**config.mk**
```make
export PLATFORM = sky130hd
export DESIGN_NAME = ascii_frame_arbiter
export DESIGN_NICKNAME = d
export VERILOG_FILES = /design/src/rtl/ascii_pkg.sv /design/src/rtl/rr_arbiter2.sv /design/src/rtl/ascii_frame_arbiter.sv
export SDC_FILE = /design/constraint.sdc
export NUM_CORES = 1
export LEC_CHECK = 0
export BUFFER_PORTS_ARGS = -buffer_cell sky130_fd_sc_hd__buf_4
export CAP_MARGIN = 5
export CELL_PAD_IN_SITES_DETAIL_PLACEMENT = 1
export CELL_PAD_IN_SITES_GLOBAL_PLACEMENT = 1
export CORE_ASPECT_RATIO = 0.75
export CORE_MARGIN = 2
export CORE_UTILIZATION = 35
export DETAILED_ROUTE_END_ITERATION = 10
export PLACE_DENSITY = 0.86
export SYNTH_ARGS = -nofsm -noshare
export SYNTH_HDL_FRONTEND = slang
export SYNTH_HIERARCHICAL = 1
export SYNTH_SLANG_ARGS = --single-unit
```
**constraint.sdc**
```tcl
create_clock -name i_clk -period 1.7 [get_ports i_clk]
set_input_delay 0.17 -clock i_clk [delete_from_list [all_inputs] [get_ports i_clk]]
set_output_delay 0.17 -clock i_clk [all_outputs]
set_load 0.02 [all_outputs]
```
**src/rtl/ascii_pkg.sv**
```systemverilog
// Shared definitions for the ASCII frame path: character constants, the
// frame FSM state type and the digit selection / leading-zero blanking helper.
package ascii_pkg;

  localparam logic [7:0] CHAR_CR    = 8'h0D;
  localparam logic [7:0] CHAR_LF    = 8'h0A;
  localparam logic [7:0] CHAR_ZERO  = 8'h30;
  localparam logic [7:0] CHAR_SPACE = 8'h20;

  typedef enum logic [1:0] {
    IDLE  = 2'd0,
    DIGIT = 2'd1,
    CR    = 2'd2,
    LF    = 2'd3
  } state_t;

  // Select byte idx of a packed word (idx 0 = thousands in [7:0]). With
  // lz_blank set, a byte at idx 0..2 becomes a space when it and every
  // earlier byte are '0'. The ones digit (idx 3) is never blanked.
  function automatic logic [7:0] digit_byte(input logic [31:0] word,
                                            input logic [1:0]  idx,
                                            input logic        lz_blank);
    logic [7:0] raw;
    logic       blank;
    logic       z0;
    logic       z1;
    logic       z2;
    z0    = (word[7:0]   == CHAR_ZERO);
    z1    = (word[15:8]  == CHAR_ZERO);
    z2    = (word[23:16] == CHAR_ZERO);
    raw   = 8'h00;
    blank = 1'b0;
    case (idx)
      2'd0: begin
        raw   = word[7:0];
        blank = z0;
      end
      2'd1: begin
        raw   = word[15:8];
        blank = z0 & z1;
      end
      2'd2: begin
        raw   = word[23:16];
        blank = z0 & z1 & z2;
      end
      2'd3: begin
        raw   = word[31:24];
        blank = 1'b0;
      end
      default: begin
        raw   = 8'h00;
        blank = 1'b0;
      end
    endcase
    if (lz_blank && blank) begin
      return CHAR_SPACE;
    end else begin
      return raw;
    end
  endfunction

endpackage

```
**src/rtl/rr_arbiter2.sv**
```systemverilog
// Two-way round-robin arbiter. The grant decision is combinational; the
// last-served register only moves when the caller strobes i_grant_en and a
// request is actually present. Last-served resets to 1 so requester 0 wins
// the first tie.
module rr_arbiter2 (
  input  logic       i_clk,
  input  logic       i_rst_n,
  input  logic [1:0] i_req,
  input  logic       i_grant_en,
  output logic       o_grant_id,
  output logic       o_grant_valid
);

  logic r_last;
  logic w_grant_id;
  logic w_grant_valid;

  // Pick the winner: a sole requester wins, a tie goes to the one not served last.
  always_comb begin
    w_grant_id    = 1'b0;
    w_grant_valid = 1'b0;
    case (i_req)
      2'b01: begin
        w_grant_id    = 1'b0;
        w_grant_valid = 1'b1;
      end
      2'b10: begin
        w_grant_id    = 1'b1;
        w_grant_valid = 1'b1;
      end
      2'b11: begin
        w_grant_id    = ~r_last;
        w_grant_valid = 1'b1;
      end
      default: begin
        w_grant_id    = 1'b0;
        w_grant_valid = 1'b0;
      end
    endcase
  end

  // Remember who was served last, updated only on an accepted grant.
  always_ff @(posedge i_clk) begin
    if (!i_rst_n) begin
      r_last <= 1'b1;
    end else if (i_grant_en && w_grant_valid) begin
      r_last <= w_grant_id;
    end else begin
      r_last <= r_last;
    end
  end

  assign o_grant_id    = w_grant_id;
  assign o_grant_valid = w_grant_valid;

endmodule

```
**src/rtl/ascii_frame_arbiter.sv**
```systemverilog
// Shares one byte stream towards the UART TX between two ASCII-word
// requesters. A granted word is latched, then sent thousands digit first,
// with optional leading-zero blanking and an optional CR/LF trailer.
// All outputs are registered.
module ascii_frame_arbiter
  import ascii_pkg::*;
#(
  parameter bit EOL_EN   = 1'b1,
  parameter bit LZ_BLANK = 1'b0
) (
  input  logic        i_clk,
  input  logic        i_rst_n,
  input  logic [1:0]  i_req,
  input  logic [31:0] i_word0,
  input  logic [31:0] i_word1,
  output logic [1:0]  o_ack,
  output logic        o_grant_id,
  output logic        o_busy,
  output logic [7:0]  o_tx_data,
  output logic        o_tx_valid,
  input  logic        i_tx_ready
);

  state_t      r_state;
  logic [1:0]  r_idx;
  logic [31:0] r_word;
  logic [7:0]  r_tx_data;
  logic        r_tx_valid;
  logic [1:0]  r_ack;
  logic        r_busy;
  logic        r_grant_id;

  state_t      w_state_nxt;
  logic [1:0]  w_idx_nxt;
  logic [31:0] w_word_nxt;
  logic [7:0]  w_tx_data_nxt;
  logic        w_tx_valid_nxt;
  logic [1:0]  w_ack_nxt;
  logic        w_busy_nxt;
  logic        w_grant_id_nxt;

  logic        w_arb_id;
  logic        w_arb_valid;
  logic        w_arb_en;
  logic        w_hs;
  logic [1:0]  w_idx_inc;
  logic [31:0] w_granted_word;

  // Requests are only considered while idle; anything else is ignored.
  assign w_arb_en  = (r_state == IDLE);
  assign w_hs      = r_tx_valid & i_tx_ready;
  assign w_idx_inc = r_idx + 2'd1;

  rr_arbiter2 u_arb (
    .i_clk         (i_clk),
    .i_rst_n       (i_rst_n),
    .i_req         (i_req),
    .i_grant_en    (w_arb_en),
    .o_grant_id    (w_arb_id),
    .o_grant_valid (w_arb_valid)
  );

  // Next-state and next-output logic; every register holds unless a grant or handshake moves it.
  always_comb begin
    w_state_nxt    = r_state;
    w_idx_nxt      = r_idx;
    w_word_nxt     = r_word;
    w_tx_data_nxt  = r_tx_data;
    w_tx_valid_nxt = r_tx_valid;
    w_ack_nxt      = 2'b00;
    w_busy_nxt     = r_busy;
    w_grant_id_nxt = r_grant_id;
    w_granted_word = w_arb_id ? i_word1 : i_word0;

    case (r_state)
      IDLE: begin
        if (w_arb_valid) begin
          // Byte 0 comes from the word being latched, so the first byte is
          // presented in the same cycle as the ack pulse.
          w_state_nxt    = DIGIT;
          w_idx_nxt      = 2'd0;
          w_word_nxt     = w_granted_word;
          w_tx_data_nxt  = digit_byte(w_granted_word, 2'd0, LZ_BLANK);
          w_tx_valid_nxt = 1'b1;
          w_busy_nxt     = 1'b1;
          w_grant_id_nxt = w_arb_id;
          w_ack_nxt      = w_arb_id ? 2'b10 : 2'b01;
        end else begin
          w_tx_valid_nxt = 1'b0;
          w_busy_nxt     = 1'b0;
        end
      end

      DIGIT: begin
        if (w_hs) begin
          if (r_idx != 2'd3) begin
            w_idx_nxt     = w_idx_inc;
            w_tx_data_nxt = digit_byte(r_word, w_idx_inc, LZ_BLANK);
          end else if (EOL_EN) begin
            w_state_nxt   = CR;
            w_idx_nxt     = 2'd0;
            w_tx_data_nxt = CHAR_CR;
          end else begin
            w_state_nxt    = IDLE;
            w_idx_nxt      = 2'd0;
            w_tx_valid_nxt = 1'b0;
            w_busy_nxt     = 1'b0;
          end
        end else begin
          w_state_nxt = DIGIT;
        end
      end

      CR: begin
        if (w_hs) begin
          w_state_nxt   = LF;
          w_tx_data_nxt = CHAR_LF;
        end else begin
          w_state_nxt = CR;
        end
      end

      LF: begin
        if (w_hs) begin
          w_state_nxt    = IDLE;
          w_tx_valid_nxt = 1'b0;
          w_busy_nxt     = 1'b0;
        end else begin
          w_state_nxt = LF;
        end
      end

      default: begin
        w_state_nxt    = IDLE;
        w_idx_nxt      = 2'd0;
        w_tx_valid_nxt = 1'b0;
        w_busy_nxt     = 1'b0;
      end
    endcase
  end

  // State and output registers; reset aborts any frame in progress.
  always_ff @(posedge i_clk) begin
    if (!i_rst_n) begin
      r_state    <= IDLE;
      r_idx      <= 2'd0;
      r_word     <= 32'h0000_0000;
      r_tx_data  <= 8'h00;
      r_tx_valid <= 1'b0;
      r_ack      <= 2'b00;
      r_busy     <= 1'b0;
      r_grant_id <= 1'b0;
    end else begin
      r_state    <= w_state_nxt;
      r_idx      <= w_idx_nxt;
      r_word     <= w_word_nxt;
      r_tx_data  <= w_tx_data_nxt;
      r_tx_valid <= w_tx_valid_nxt;
      r_ack      <= w_ack_nxt;
      r_busy     <= w_busy_nxt;
      r_grant_id <= w_grant_id_nxt;
    end
  end

  assign o_ack      = r_ack;
  assign o_grant_id = r_grant_id;
  assign o_busy     = r_busy;
  assign o_tx_data  = r_tx_data;
  assign o_tx_valid = r_tx_valid;

endmodule

```
After elaboration in Yosys (flattened, before gate mapping)

Cells that the tools add are included.

$add $sub $neg: 1
Eq/ne operators: 15
Multiplexer cells: 23
Bitwise gates (word level): 2
Reductions and logical operators: 13

Operator list:

| cell                | number |
|---|---|
| $mux 32             | 1 |
| $mux 8              | 4 |
| $pmux 8 s4          | 1 |
| $pmux 8 s3          | 1 |
| $mux 2              | 8 |
| $eq 2x2->1 const B  | 6 |
| $ne 2x2->1 const B  | 5 |
| $pmux 2 s4          | 1 |
| $eq 2x1->1 const B  | 3 |
| $reduce_and 2->1    | 3 |
| $reduce_and 3->1    | 2 |
| $logic_not 2->1     | 2 |
| $mux 1              | 4 |
| $pmux 1 s2          | 2 |
| $pmux 2 s2          | 1 |
| $reduce_and 4->1    | 1 |
| $reduce_bool 2->1   | 2 |
| $ne 3x3->1 const B  | 1 |
| $reduce_bool 3->1   | 1 |
| $reduce_or 3->1     | 1 |
| $add 2x1->2 const B | 1 |
| $and 1x1->1         | 1 |
| $logic_and 1x1->1   | 1 |
| $not 1->1           | 1 |

Flip-flop bits (word level): 49
Input bits: 69
Logic and storage cells: 62

Depth between registers and ports, before layout

Depth after elaboration: 6
Mapped depth: 9

Modules after synthesis

The synthesis kept the hierarchy.

Modules (own cells, without submodules):

| module              | times used | cells an instance | area an instance (sq um) | seq. area each (sq um) |
|---|---|---|---|---|
| ascii_frame_arbiter | 1          | 234               | 2148.3                   | 800.8 |
| rr_arbiter2         | 1          | 6                 | 53.8                     | 20.0 |

Worst setup path before layout

OpenSTA, ideal clock, no wires.

Kind: register to register
From: reg r_state[0]
To: reg r_tx_data[4], in the netlist o_tx_data[4]
Setup time: 66 ps
Data arrival time: 1474 ps
Data required time: 1634 ps
Path slack: 160 ps
Cell stages (with the launch flop): 9
Buffers on the path: 2
Cell sequence: dfxtp_1 > inv_1 > ha_1 > buf_6 > nor2b_4 > nor3_4 > buf_6 > o21ai_2 > a21oi_2

Longest elaborated chain between the ends: 3

RTL lines:

| what                                                             | RTL line                   | RTL |
|---|---|---|
| start: declaration                                               | ascii_frame_arbiter.sv:24  | `state_t r_state;` |
| start signal: assignment                                         | ascii_frame_arbiter.sv:154 | `r_state <= w_state_nxt;` |
| $logic_not 2->1 (*)                                              | --                         |  |
| net w_arb_en                                                     | ascii_frame_arbiter.sv:44  | `logic w_arb_en;` |
| $ne 2x2->1 (no source line) or $reduce_bool 3->1 (tied branches) | --                         |  |
| $reduce_and 4->1 (no source line)                                | --                         |  |
| end signal: assignment                                           | ascii_frame_arbiter.sv:157 | `r_tx_data <= w_tx_data_nxt;` |
| end: declaration                                                 | ascii_frame_arbiter.sv:27  | `logic [7:0] r_tx_data;` |

Mark *: on every way through the listed nets, which the timed path passes. The rest lies on a longest branch.
A chain may end at the register's enable or synchronous reset.

Final worst setup path

From: reg r_idx[0]
To: reg r_tx_data[3], in the netlist o_tx_data[3]

Longest elaborated chain between the ends: 6

RTL lines:

| what                                     | RTL line                   | RTL |
|---|---|---|
| start: declaration                       | ascii_frame_arbiter.sv:25  | `logic [1:0] r_idx;` |
| start signal: assignment                 | ascii_frame_arbiter.sv:155 | `r_idx <= w_idx_nxt;` |
| $add 2x1->2                              | ascii_frame_arbiter.sv:52  | `assign w_idx_inc = r_idx + 2'd1;` |
| $eq 2x2->1, or another cell as far along | ascii_pkg.sv:33            | `case (idx)` |
| $pmux 8 s4                               | ascii_pkg.sv:33            |  |
| $mux 8 (*)                               | ascii_frame_arbiter.sv:96  | `if (r_idx != 2'd3) begin` |
| $mux 8 (*)                               | ascii_frame_arbiter.sv:95  | `if (w_hs) begin` |
| $pmux 8 s3 (*)                           | ascii_frame_arbiter.sv:75  | `case (r_state)` |

Mark *: on every way between the ends. The rest lies on a longest branch, timed or not. The select of a mux whose other input is x is not followed.

==> metrics.txt <==
# TYPE chip_impl_metric gauge
chip_impl_metric{name="final_min_period",unit="ns"} 1.649
chip_impl_metric{name="total_power",unit="mW"} 2.694
chip_impl_info{name="worst-setup-path-type",value="register to register"} 1
chip_impl_metric{name="drv_cap",unit=""} 0
chip_impl_metric{name="fin_skew",unit="ns"} 0.005829
chip_impl_metric{name="timing.hold.worst_path_depth",unit=""} 3
chip_impl_info{name="synth.top_cells.by_area",value="sky130_fd_sc_hd__dfxtp_1, sky130_fd_sc_hd__mux2i_1, sky130_fd_sc_hd__o21ai_0"} 1
chip_impl_info{name="synth_top_cell_by_area",value="sky130_fd_sc_hd__dfxtp_1"} 1
chip_impl_metric{name="initial_core_util",unit="%"} 37.04
chip_impl_metric{name="final-max-slew-violation-count",unit=""} 0
chip_impl_metric{name="clock_path_buffers",unit=""} 2
chip_impl_metric{name="placed_cell_area",unit="um2"} 2873
chip_impl_metric{name="n_antenna_cell",unit=""} 0
chip_impl_metric{name="timing_limited_maximum_frequency",unit="MHz"} 606.4
chip_impl_metric{name="post-place-cells",unit=""} 387
chip_impl_metric{name="area_share_of_the_leading_cell_type_in_the_synthesized_netlist",unit="%"} 37.27
chip_impl_metric{name="postSynthRegisterBits",unit=""} 41
chip_impl_metric{name="cts_inserted_buffers",unit=""} 5
chip_impl_metric{name="power_frac_comb",unit="%"} 31.0
chip_impl_metric{name="syn-mean-instance-area",unit="um2"} 9.175
chip_impl_metric{name="path_clk_slew",unit="ns"} 0.08
chip_impl_metric{name="required",unit="ns"} 1.89
chip_impl_metric{name="route.detailed.drc",unit=""} 0
chip_impl_metric{name="dieWidth",unit="um"} 95.59
chip_impl_metric{name="first_global_vias",unit=""} 2202
chip_impl_metric{name="chipHeight",unit="um"} 72.70
chip_impl_metric{name="grt_first_pass_wirelength",unit="um"} 10850
chip_impl_metric{name="fraction_of_layout_instances_using_a_drive_strength_above_1",unit="%"} 37.11
chip_impl_metric{name="detail_routed_net_length_per_standard_cell",unit="um"} 16.58
chip_impl_metric{name="n_fill_cell",unit=""} 715
chip_impl_metric{name="syn_inst",unit=""} 240
chip_impl_metric{name="maximum_fanout_along_the_worst_path",unit=""} 8
chip_impl_info{name="timing.critical_path.to_type",value="register"} 1
chip_impl_metric{name="relSlewSlack",unit="%"} 75.71
chip_impl_metric{name="ir_drop",unit="V"} 0.0003280
chip_impl_metric{name="p_int",unit="mW"} 1.835
chip_impl_metric{name="power.share.clock",unit="%"} 25.6
chip_impl_info{name="synth_ff_type",value="sky130_fd_sc_hd__dfxtp_1"} 1
chip_impl_metric{name="power.share.switching",unit="%"} 31.88
chip_impl_metric{name="yosys.cell_types.count",unit=""} 38
chip_impl_metric{name="detailedRoute.firstIterationViolations",unit=""} 88
chip_impl_metric{name="port_buffers",unit=""} 81
chip_impl_metric{name="share_seq_of_total_power",unit="%"} 43.4
chip_impl_metric{name="gp_routability_congestion",unit=""} 0.8040
chip_impl_metric{name="globalRouteOverflowTotal",unit=""} 0
chip_impl_metric{name="tightestPinTransition",unit="ns"} 0.3644
chip_impl_metric{name="switching_power",unit="uW"} 858.9
chip_impl_metric{name="synth.yosys.warnings",unit=""} 6
chip_impl_metric{name="p_per_area",unit="nW/um2"} 902.4
chip_impl_metric{name="r2r_slack",unit="ns"} 0.05
chip_impl_metric{name="postRouteAntennaNets",unit=""} 0
chip_impl_metric{name="seq_area_frac_synth",unit="%"} 37.27
chip_impl_metric{name="crit_arrival",unit="ns"} 1.84
chip_impl_metric{name="detail_route.vias_per_cell",unit=""} 5.179
chip_impl_metric{name="report.final.setup_viol",unit=""} 0
chip_impl_metric{name="area_growth",unit="%"} 35.57
chip_impl_metric{name="firstDrtPassIters",unit=""} 5
chip_impl_metric{name="placement_rows",unit=""} 24
chip_impl_metric{name="fin_cells",unit=""} 396
chip_impl_metric{name="final-hold-violation-count",unit=""} 0
chip_impl_metric{name="cts-htree-levels",unit=""} 2
chip_impl_info{name="yosysMostFrequentCell",value="sky130_fd_sc_hd__dfxtp_1"} 1
chip_impl_metric{name="total_routing_usage_reported_by_global_routing",unit="%"} 20.28
chip_impl_metric{name="totalWireLength",unit="um"} 6567
chip_impl_metric{name="antenna_found_initial",unit=""} 0
chip_impl_info{name="cts_tree",value="yes"} 1
chip_impl_metric{name="synth_enable_flop_cells",unit=""} 0
chip_impl_metric{name="die-area",unit="um2"} 6949
chip_impl_metric{name="worst_skew_pair.late_latency",unit="ns"} 0.30
chip_impl_info{name="crit-reg2reg-capture",value="o_tx_data[3]"} 1
chip_impl_metric{name="netlist_area_pre_place",unit="um2"} 2202
chip_impl_info{name="synth_commonest_cells",value="sky130_fd_sc_hd__dfxtp_1, sky130_fd_sc_hd__mux2i_1, sky130_fd_sc_hd__o21ai_0, sky130_fd_sc_hd__nand2_1, sky130_fd_sc_hd__a21oi_1"} 1
chip_impl_metric{name="final_cycle_share",unit="%"} 97.00
chip_impl_metric{name="r2r_cells",unit=""} 6
chip_impl_metric{name="core",unit="um2"} 5946
chip_impl_metric{name="dp_hpwl",unit="um"} 5071
chip_impl_metric{name="pin_count_of_the_biggest_net_entering_global_routing",unit=""} 32
chip_impl_metric{name="synth_nets",unit=""} 318
chip_impl_metric{name="final_area",unit="um2"} 2985
chip_impl_info{name="clk_root_buffer_cell",value="sky130_fd_sc_hd__clkbuf_8"} 1
chip_impl_info{name="status",value="finished clean"} 1
chip_impl_info{name="critical_path_startpoint",value="r_idx[0]"} 1
chip_impl_info{name="critical_path_destination",value="o_tx_data[3]"} 1
chip_impl_info{name="worst_setup_path_start_kind",value="register"} 1
chip_impl_metric{name="io_pins",unit=""} 82
chip_impl_metric{name="cellLeakagePower",unit="nW"} 1.287
chip_impl_info{name="critical_path.reg2reg.startpoint",value="r_idx[0]"} 1
chip_impl_metric{name="cts.sinks",unit=""} 41
chip_impl_metric{name="final_nets",unit=""} 395
chip_impl_info{name="holdCritPathClass",value="input pin to register"} 1
chip_impl_metric{name="detailroute.via_count",unit=""} 2051
chip_impl_metric{name="synthArstFlopShare",unit="%"} 0
## per-stage QoR
| stage | util (%) | hold slack [ns] | setup TNS [ns] | setup WS [ns] |
|---|---|---|---|---|
| after floorplan | - | 0.2292 | 0 | 0.1597 |
| after global placement | 48.32 | 0.4387 | 0 | 0.1369 |
| after detailed placement | 48.32 | 0.4427 | 0 | 0.08354 |
| after CTS | 49.94 | 0.1272 | 0 | 0.04237 |
| after global routing | 50.21 | 0.1528 | -0.001860 | -0.001860 |
| final | 50.21 | 0.1303 | 0 | 0.05105 |
## area by class of cell
class / instances / area, um2 / share of cell area, %
Timing Repair Buffer: 90 / 713.2 / 23.89
Multi-Input combinational cell: 173 / 1234 / 41.32
Clock inverter: 2 / 13.76 / 0.4610
Sequential cell: 41 / 822.0 / 27.54
Inverter: 6 / 22.52 / 0.7544
Clock buffer: 6 / 82.58 / 2.766
Tap cell: 78 / 97.59 / 3.269
## cell usage in the layout (no fill, tap or decap), types with 2 or more instances in the layout
cell	instances
sky130_fd_sc_hd__a22oi_1	2
sky130_fd_sc_hd__a21o_1	2
sky130_fd_sc_hd__o22a_1	4
sky130_fd_sc_hd__ha_1	6
sky130_fd_sc_hd__o221a_2	3
sky130_fd_sc_hd__nor2_1	9
sky130_fd_sc_hd__nand2_1	29
sky130_fd_sc_hd__a21oi_1	13
sky130_fd_sc_hd__o21ai_2	4
sky130_fd_sc_hd__o21a_1	2
sky130_fd_sc_hd__mux2i_1	33
sky130_fd_sc_hd__buf_12	3
sky130_fd_sc_hd__ha_2	3
sky130_fd_sc_hd__o21ai_1	4
sky130_fd_sc_hd__dfxtp_1	40
sky130_fd_sc_hd__buf_4	87
sky130_fd_sc_hd__nand3_1	2
sky130_fd_sc_hd__inv_1	6
sky130_fd_sc_hd__a21oi_2	3
sky130_fd_sc_hd__and2_1	3
sky130_fd_sc_hd__a222oi_1	5
sky130_fd_sc_hd__nor2b_4	2
sky130_fd_sc_hd__clkbuf_8	6
sky130_fd_sc_hd__o21ai_0	30
## cells by family after synthesis
kind of cell,synth area share [%]
multiplexers,15.00
buffers and inverters,7.556
flip-flops,37.27
AND/OR/NAND/NOR,11.48
AO/OA/AOI/OAI,23.58
adder cells (fa/ha/maj),5.114
## power by group through the flow
stage,combinational [mW],sequential [mW],clock (mW)
4_1_cts,0.830,1.17,0.712
5_1_grt,0.921,1.18,0.743
3_3_place_gp,0.798,1.19,0
3_5_place_dp,0.825,1.19,0
6_report,0.835,1.17,0.691
2_1_floorplan,0.455,1.22,0
## worst min path at each step
stage	from	to
global route	i_rst_n	u_arb/r_last
finish	i_word0[18]	r_word[18]
global placement	i_word0[16]	r_word[16]
CTS	i_word0[18]	r_word[18]
floorplan	i_rst_n	u_arb/r_last
detailed placement	i_word0[18]	r_word[18]
## routing by layer
| metal | wire length (um) | GRT usage [%] | vias up |
|---|---|---|---|
| li1 | - | - | 1010 |
| met1 | 2886 | 25.59 | 976 |
| met2 | 3299 | 34.97 | 57 |
| met3 | 302 | 4.339 | 8 |
| met4 | 78 | 5.873 | 0 |
| met5 | 0 | 0 | - |
## flip-flops by register name, indices dropped and copies added (netlist names)
name	cells
o_busy	1
o_tx_data	8
o_grant_id	1
r_idx	2
r_word	24
o_ack	2
u_arb/r_last	1
r_state	2
## worst max-delay path: stages, from the launching register on
cell and delay, ns:
sky130_fd_sc_hd__dfxtp_1 0.44, sky130_fd_sc_hd__inv_1 0.12, sky130_fd_sc_hd__ha_1 0.32, sky130_fd_sc_hd__a22o_1 0.22, sky130_fd_sc_hd__a211oi_1 0.17, sky130_fd_sc_hd__o221a_2 0.21, sky130_fd_sc_hd__a21oi_1 0.06
## what timing repair did
action | in CTS | in global routing
endpoints found under the setup margin | 0 | 9
resized for setup | 0 | 4
setup buffers | 0 | 1
hold buffers | 0 | 0
Power figures use the tool's default switching activity.
